===== config.mk =====
export PLATFORM = sky130hd
export DESIGN_NAME = edp_slice_gen
export DESIGN_NICKNAME = d
export VERILOG_FILES = /design/src/rtl/edp_slice_gen.sv
export SDC_FILE = /design/constraint.sdc
export NUM_CORES = 1
export LEC_CHECK = 0
export CORE_ASPECT_RATIO = 0.75
export CORE_MARGIN = 2
export CORE_UTILIZATION = 45
export DETAILED_ROUTE_END_ITERATION = 16
export PLACE_DENSITY = 0.7
export SLEW_MARGIN = 10
export SYNTH_ARGS = -nofsm -noshare
export SYNTH_HDL_FRONTEND = slang
export SYNTH_SLANG_ARGS = --single-unit

===== constraint.sdc =====
create_clock -name clk_edp_h -period 9.19 [get_ports clk_edp_h]
set_clock_uncertainty 0.1 [all_clocks]
set_input_delay 1.3785 -clock clk_edp_h [delete_from_list [all_inputs] [get_ports clk_edp_h]]
set_output_delay 1.3785 -clock clk_edp_h [all_outputs]
set_load 0.01 [all_outputs]

===== src/rtl/edp_slice_gen.sv =====
// One WIDTH-bit slice of the EDP data path: AR/ARX/BR/BRX/MQ, the AD adder slice,
// a parity-protected fast-memory AC block with registered read, and an EBUS readback mux.
module edp_slice_gen #(
   parameter int unsigned WIDTH       = 6,
   parameter int unsigned FM_ADR_BITS = 4,
   parameter int unsigned FM_BLK_BITS = 3
) (
   input  logic                   clk_edp_h,
   input  logic                   reset_l,
   input  logic                   ar_clr_h,
   input  logic                   ar_load_h,
   input  logic [2:0]             ar_sel_h,
   input  logic                   arx_load_h,
   input  logic [1:0]             arx_sel_h,
   input  logic                   br_load_h,
   input  logic                   brx_load_h,
   input  logic [1:0]             mq_sel_h,
   input  logic [WIDTH-1:0]       armm_h,
   input  logic [WIDTH-1:0]       cache_data_h,
   input  logic [WIDTH-1:0]       sh_h,
   input  logic [WIDTH-1:0]       vma_held_or_pc_h,
   input  logic                   shin_left_h,
   input  logic                   shin_right_h,
   output logic                   shout_msb_h,
   output logic                   shout_lsb_h,
   input  logic [1:0]             ada_sel_h,
   input  logic                   ada_dis_h,
   input  logic [1:0]             adb_sel_h,
   input  logic                   ad_boole_h,
   input  logic [2:0]             ad_func_h,
   input  logic                   ad_cry_in_h,
   output logic [WIDTH-1:0]       ad_h,
   output logic                   ad_cry_out_h,
   output logic                   ad_cg_h,
   output logic                   ad_cp_h,
   output logic                   ad_overflow_h,
   output logic                   ad_eq0_l,
   output logic [WIDTH-1:0]       ar_h,
   output logic [WIDTH-1:0]       arx_h,
   output logic [WIDTH-1:0]       br_h,
   output logic [WIDTH-1:0]       brx_h,
   output logic [WIDTH-1:0]       mq_h,
   input  logic [FM_ADR_BITS-1:0] fm_adr_h,
   input  logic [FM_BLK_BITS-1:0] fm_block_h,
   input  logic                   fm_write_l,
   input  logic                   fm_check_en_h,
   input  logic                   fm_err_clr_h,
   output logic [WIDTH-1:0]       fm_data_h,
   output logic                   fm_parity_h,
   output logic                   fm_parity_err_h,
   input  logic                   ad_to_ebus_h,
   input  logic                   diag_read_h,
   input  logic [2:0]             diag_sel_h,
   output logic [WIDTH-1:0]       ebus_d_h,
   output logic                   ebus_en_h
);

   localparam int unsigned FM_AW    = FM_ADR_BITS + FM_BLK_BITS;
   localparam int unsigned FM_DEPTH = 1 << FM_AW;

   logic [WIDTH-1:0] fm_mem [FM_DEPTH];
   logic             fm_par [FM_DEPTH];
   logic [FM_AW-1:0] fm_adr_q;

   logic [WIDTH-1:0] a_op, b_op, op1, op2, ar_src, arx_src;
   logic [WIDTH:0]   sum;
   logic             fm_err_set;

   always_comb begin
      a_op = '0;
      if (!ada_dis_h) begin
         case (ada_sel_h)
            2'd0:    a_op = ar_h;
            2'd1:    a_op = arx_h;
            2'd2:    a_op = mq_h;
            default: a_op = vma_held_or_pc_h;
         endcase
      end
      case (adb_sel_h)
         2'd0:    b_op = fm_data_h;
         2'd1:    b_op = br_h;
         2'd2:    b_op = brx_h;
         default: b_op = ar_h;
      endcase
   end

   // Generate is recovered from the carry-out: with XOR propagate, G and P are exclusive,
   // so cout = G | (P & cin) gives G = cout & ~(P & cin) without a second adder.
   always_comb begin
      op1           = a_op;
      op2           = b_op;
      sum           = '0;
      ad_h          = '0;
      ad_cry_out_h  = 1'b0;
      ad_cg_h       = 1'b0;
      ad_cp_h       = 1'b0;
      ad_overflow_h = 1'b0;
      if (ad_boole_h) begin
         case (ad_func_h)
            3'd0:    ad_h = a_op & b_op;
            3'd1:    ad_h = a_op | b_op;
            3'd2:    ad_h = a_op ^ b_op;
            3'd3:    ad_h = ~a_op;
            3'd4:    ad_h = a_op;
            3'd5:    ad_h = b_op;
            3'd6:    ad_h = '0;
            default: ad_h = '1;
         endcase
      end else begin
         case (ad_func_h)
            3'd1:    op2 = ~b_op;
            3'd2:    op2 = a_op;
            3'd3:    op2 = '0;
            default: op2 = b_op;
         endcase
         sum           = {1'b0, op1} + {1'b0, op2} + {{WIDTH{1'b0}}, ad_cry_in_h};
         ad_h          = sum[WIDTH-1:0];
         ad_cry_out_h  = sum[WIDTH];
         ad_cp_h       = &(op1 ^ op2);
         ad_cg_h       = sum[WIDTH] & ~(ad_cp_h & ad_cry_in_h);
         ad_overflow_h = (op1[WIDTH-1] ^ op2[WIDTH-1] ^ sum[WIDTH-1]) ^ sum[WIDTH];
      end
   end

   assign ad_eq0_l    = |ad_h;
   assign shout_msb_h = ad_h[WIDTH-1];
   assign shout_lsb_h = ad_h[0];

   always_comb begin
      case (ar_sel_h)
         3'd0:    ar_src = armm_h;
         3'd1:    ar_src = cache_data_h;
         3'd2:    ar_src = ad_h;
         3'd3:    ar_src = sh_h;
         3'd4:    ar_src = {ad_h[WIDTH-2:0], shin_left_h};
         3'd5:    ar_src = {shin_right_h, ad_h[WIDTH-1:1]};
         3'd6:    ar_src = vma_held_or_pc_h;
         default: ar_src = '0;
      endcase
      case (arx_sel_h)
         2'd0:    arx_src = mq_h;
         2'd1:    arx_src = cache_data_h;
         2'd2:    arx_src = ad_h;
         default: arx_src = sh_h;
      endcase
   end

   assign fm_data_h   = fm_mem[fm_adr_q];
   assign fm_parity_h = fm_par[fm_adr_q];
   assign fm_err_set  = fm_check_en_h & ~(^{fm_data_h, fm_parity_h});

   always_ff @(posedge clk_edp_h) begin
      if (!reset_l) begin
         ar_h            <= '0;
         arx_h           <= '0;
         br_h            <= '0;
         brx_h           <= '0;
         mq_h            <= '0;
         fm_adr_q        <= '0;
         fm_parity_err_h <= 1'b0;
      end else begin
         if (ar_clr_h)       ar_h <= '0;
         else if (ar_load_h) ar_h <= ar_src;
         if (arx_load_h) arx_h <= arx_src;
         if (br_load_h)  br_h  <= ar_h;
         if (brx_load_h) brx_h <= arx_h;
         case (mq_sel_h)
            2'd1:    mq_h <= {mq_h[WIDTH-2:0], shin_left_h};
            2'd2:    mq_h <= {shin_right_h, mq_h[WIDTH-1:1]};
            2'd3:    mq_h <= ad_h;
            default: ;
         endcase
         fm_adr_q        <= {fm_block_h, fm_adr_h};
         fm_parity_err_h <= fm_err_set | (fm_parity_err_h & ~fm_err_clr_h);
      end
   end

   // Array has no reset; a write is simply suppressed while reset is asserted.
   always_ff @(posedge clk_edp_h) begin
      if (reset_l && !fm_write_l) begin
         fm_mem[{fm_block_h, fm_adr_h}] <= ar_h;
         fm_par[{fm_block_h, fm_adr_h}] <= ~^ar_h;
      end
   end

   always_comb begin
      ebus_d_h = '0;
      if (ad_to_ebus_h) begin
         ebus_d_h = ad_h;
      end else if (diag_read_h) begin
         case (diag_sel_h)
            3'd0:    ebus_d_h = ar_h;
            3'd1:    ebus_d_h = arx_h;
            3'd2:    ebus_d_h = br_h;
            3'd3:    ebus_d_h = brx_h;
            3'd4:    ebus_d_h = mq_h;
            3'd5:    ebus_d_h = fm_data_h;
            3'd6:    ebus_d_h = ad_h;
            default: ebus_d_h = '0;
         endcase
      end
   end

   assign ebus_en_h = ad_to_ebus_h | diag_read_h;

endmodule


==> metrics <==
Setup TNS Final=0 ps; area of the mapped netlist=0.0388 sq mm; Post-Syn Area per Cell=18.1 sq um; DR iter-0 viols=3162; vias=21757; clock share of power=41.0%; vias in the first global route=21213; n_diodes=0; Slowest-stage cell, CP=and2_1; Power Internal=0.00704 W; post-route DRC violation count=0; post-place setup slack=1090 ps; final worst path period need=8950 ps; routability cong.=0.926; Hold WS=423 ps; Final Hold Viols=0; Synth area leaders=edfxtp_1 69%, mux4_2 12%, mux2i_1 3.2%; Seq/Total Area, Yosys=71.3%; All-Layer GR Usage=23.8%; Routed wire per std cell=30.3 um; top cell type's share of synthesized area=69.3%; RSZ-0062 raised after global routing=false; cell leakage power=13.6 nW; layout cells sized above 1=18.6%; Die W=343 um; synth unique cells=75; Root Buffer=clkbuf_16; # hold bufs at CTS=0; Switch Pwr=0.00198 W; htree depth=3; Clock Path Buffers=3; endpoints failing setup=0; initial antenna violation count=3; Mapped Nets=2227; register bit total from synthesis=934; CP Cell Sequence=buf_4, and2_1, a22oi_1, a21oi_1, nor4_1, o2111ai_1, a21boi_0, inv_1, a22oi_1, o22ai_1, ha_1, a21oi_1, xnor2_1, o21ai_0, nand2_2, a211oi_1, nand4_1, clkdlybuf4s50_1; f_max=112 MHz; Crit Path Class=flip-flop to primary output; Num CTS Buffers=86; CP Data Arrival Time=7470 ps; Final Max Tran Viols=0; number of synthesized flops with an enable pin=896; status=finished clean; Hold/Removal Path Class=flip-flop to flip-flop; Starting Density=45.3%; final setup margin=244 ps; Reg clk slew, reported paths=70 ps; drt total wl=106 mm; area leader, netlist=edfxtp_1; largest net degree at the start of global routing=109; commonest non-fill, non-tap cells in the layout=896 x edfxtp_1, 215 x mux4_2, 181 x nor2_1, 125 x mux2i_1, 122 x clkdlybuf4s50_1; crit end category=primary output; fin nets=2359; total power=0.00902 W; Worst VDD drop=0.147 mV; IO Count=123; Rows=93; die outline height=258 um; asr flop ratio synth=0%; first-pass GRT wire length=152 mm; Setup Fix Bufs, Post-CTS=0; Worst EP required=7710 ps; end-of-flow core utilization=51.6%; TritonCTS clock tree=yes; Clock Sinks=934; Post-DP HPWL=68.8 mm; TritonRoute pass-1 iters=6; Slowest Stage Delay on Critical Path=1090 ps; Comb pwr share=6.7%; Clock Latency Late Sink=650 ps; Top FF cell, synth=edfxtp_1; Max Cap Viol=0; core area=0.0856 sq mm; worst-path maximum fanout=30; sequential power share=52.4%; die footprint=0.0886 sq mm; Overflow after GRT=0; Worst Setup Start Kind=flip-flop; Ys Warns=0; vias per cell=6.24; Slew @ Worst Pin=1350 ps; Period Utilization, post-route=97.3%; synthesized instance count=2142; IO Port Bufs=122; max_slew headroom=10.3%; switch share=22.0%; antenna viol nets, final=0; power density over cell area=204 mW/mm^2; commonest non-fill, non-tap cell in the layout=edfxtp_1; Layout Area Growth over Synthesis=13.8%; # resized after CTS=0
## layer usage
layer	share of wire [%]	track usage, %
met1	42	36.2
met3	13	7.69
met4	2.7	6.39
met2	43	33.1
met5	0.012	0
## power groups by stage
stage | Sequential, W | Combinational (W) | Clock [W]
after floorplan | 0.00481 | 0.000349 | 0
after global placement | 0.00481 | 0.000581 | 0
after detailed placement | 0.00482 | 0.000590 | 0
after CTS | 0.00472 | 0.000592 | 0.00373
after global routing | 0.00473 | 0.000633 | 0.00389
final | 0.00473 | 0.000600 | 0.00369
## sequential cells by signal, indices dropped and copies added (netlist names), named ones only
| signal | cells |
|---|---|
| ar_h | 6 |
| arx_h | 6 |
| br_h | 6 |
| brx_h | 6 |
| fm_mem | 768 |
| fm_par | 128 |
| fm_parity_err_h | 1 |
| mq_h | 6 |
## metrics by stage
stage                     std cells  area, sq um
after floorplan                2142        38800
after global placement         3326        41300
after detailed placement       3326        41300
after CTS                      3485        44200
after global routing           3485        44200
final                          3485        44200
## critical path, delay by kind of cell (launching register included)
kind / cells / cell delay, ps
adders and majority gates: 1 / 330
buffers and inverters: 3 / 1110
xor gates and xnor gates: 1 / 90
AOI/OAI and AO/OA: 9 / 2890
and+or+nand+nor: 4 / 1600
DFF: 1 / 790
## kinds of logic after synthesis
group	after synthesis	synth area share, %
AO/OA/AOI/OAI	276	4.94
XOR/XNOR	13	0.329
adder cells (fa/ha/maj)	20	0.683
buffers and inverters	160	2.01
flip-flops	934	71.3
multiplexers	364	16.4
AND/OR/NAND/NOR	375	4.33
## layout make-up
type,instances,area (sq um)
fillers,6810,41500
inverters,39,146
well taps,1140,1430
clock buffers,104,2280
clock inverters,55,623
multi-input cells,1048,10400
flip-flops and latches,934,27700
repair buffers,165,1610
## final timing paths
check	from	end	slack, ps	cells after the start
worst max-delay path	flip-flop	ad_eq0_l	240	18
worst min-delay path	fm_parity_err_h	fm_parity_err_h	420	2
worst max register to register	flip-flop	mq_h[5]	2410	17
worst min register to register	fm_parity_err_h	fm_parity_err_h	420	2
## Yosys cell counts (all sizes together), types with 4 or more instances
cell and count:
a221oi 9, a31oi 16, mux4 215, o22ai 25
o221ai 9, a22oi 53, nand2 79, inv 36
a211oi 17, clkbuf 67, a21o 5, nand2b 14
nor3 6, a311oi 4, mux2 23, nor2b 40
nand4 6, xnor2 10, buf 54, nor2 183
o211ai 10, ha 18, a22o 9, nand3b 5
o31ai 5, nand3 15, a21oi 56, a32oi 4
o21ai 25, mux2i 126, and2 17, edfxtp 896
dfxtp 38
No activity file was read; power rests on OpenSTA's default activity.
==> RTL change: new RTL, same flow settings <==
Reset style: asynchronous (`reset_l`), changed in one clocked block.
--- a/src/rtl/edp_slice_gen.sv
+++ b/src/rtl/edp_slice_gen.sv
@@ -150,5 +150,5 @@
    assign fm_err_set  = fm_check_en_h & ~(^{fm_data_h, fm_parity_h});
 
-   always_ff @(posedge clk_edp_h) begin
+   always_ff @(posedge clk_edp_h or negedge reset_l) begin
       if (!reset_l) begin
          ar_h            <= '0;
Check against the original RTL: not equivalent (Yosys sat finds a counterexample within 4 cycles, from zero or initial values and one cycle with reset_l low; the reset may be asserted at any time).
==> RTL change against the unedited design <==
Non-clock buffer count is 11 higher; sequential power is 4% higher; sequential cell count stayed put; area after synthesis is 1.9% higher; via count is 1.6% higher; power is 5.8% higher; worst setup slack better by 0.038 ns; die area is 1.9% higher; design area is 1.6% higher; routed wire length is 2.6% higher; critical endpoint is now ebus_d_h[4].
==> RTL change: results <==
metrics = {
    "outcome": {
        "status": "completed",
    },
    "yosys": {
        "seq_area_frac_synth": 0.704,
        "synth_area_leaders": "edfxtp_1 (68%), mux4_2 (11%), mux4_1 (3.0%)",
        "postSynthCellCount": 2105,
        "synth.top_cells.by_count": "edfxtp_1 (896), mux4_2 (198), nor2_1 (172)",
        "synthDistinctLibCells": 84,
        "async_reset_ff_frac": 0.0407,
        "syn_nets": 2190,
    },
    "sta": {
        "hold_ws_ns": 0.443,
        "finalCritPeriodShare": 0.969,
        "worst_pin_slew_ns": 1.30,
    },
    "global_route": {
        "grt_pass1_wl_mm": 153,
        "grt_pass1_vias": 21370,
        "grt_max_degree": 121,
        "antenna_found_initial": 4,
        "grtUsageMet3": 0.0578,
        "grt_usage": 0.235,
        "met2_usage": 0.333,
    },
    "power_and_ir_drop": {
        "p_seq_frac": 0.515,
        "vdd_drop_max_v": 0.000183,
        "clkPwrFrac": 0.386,
        "internal_power_w": 0.00728,
        "p_leak_nw": 14.6,
    },
    "route": {
        "highest_layer": "met4",
        "detail_route.wl_per_cell_um": 31.1,
        "met2_length_mm": 46.8,
        "vias_per_cell": 6.35,
        "drtIter0Drc": 3668,
        "route.vias.total": 22106,
        "drt-met1-wl_mm": 45.1,
        "wl_met3_mm": 13.9,
    },
    "place": {
        "hpwlAfterDp_mm": 70.4,
        "numPortBuffers": 122,
        "preCtsSetupSlack_ns": 0.972,
        "dp.cells": 3313,
        "gp_congestion": 0.923,
    },
    "critical_path": {
        "r2r-end": "arx_h[4]$_DFFE_PN0P_",
        "r2r_cells": 20,
        "r2r_slack_ns": 2.51,
        "max_stage_delay_ns": 0.73,
        "cp_max_fo": 25,
        "arrival_ns": 7.43,
        "slowest_stage": "dfrtp_4",
    },
    "finish": {
        "top_regs": "fm_mem x768, fm_par x128, fm_adr_q x7",
        "nets": 2342,
        "drive_gt1_frac": 0.192,
    },
    "cts": {
        "cts_buffers": 90,
        "cts_max_path_buffers": 3,
    },
    "min_path": {
        "min-delay-start": "fm_parity_err_h$_DFF_PN0_",
        "whs_endpoint": "fm_parity_err_h$_DFF_PN0_",
    },
}
## RTL change: changes by cell type after synthesis, sizes merged, moves of 12 or more
cell | before | now
a31oi | 16 | 4
buf | 54 | 66
dfrtp | 0 | 38
dfxtp | 38 | 0
nand3 | 15 | 33
mux2i | 126 | 83
a22oi | 53 | 18
mux4 | 215 | 243
mux2 | 23 | 36
a21oi | 56 | 43
clkbuf | 67 | 50
## RTL change: area by class of cell
cell class	count	area [um^2]
repair buffers	176	1760
clock buffers	111	2360
multi-input cells	1015	10700
fillers	6851	42500
diodes	1	2.50
well taps	1152	1440
inverters	40	150
flip-flops and latches	934	27900
clock inverters	54	538
## RTL change: cell families after synthesis
group           after synthesis  share of synthesized area
simple gates                410                     0.0487
fa+ha+maj                    20                    0.00671
compound gates              213                     0.0394
buf+inv                     156                     0.0245
flops                       934                      0.704
mux                         362                      0.174
xor+xnor                     10                    0.00256
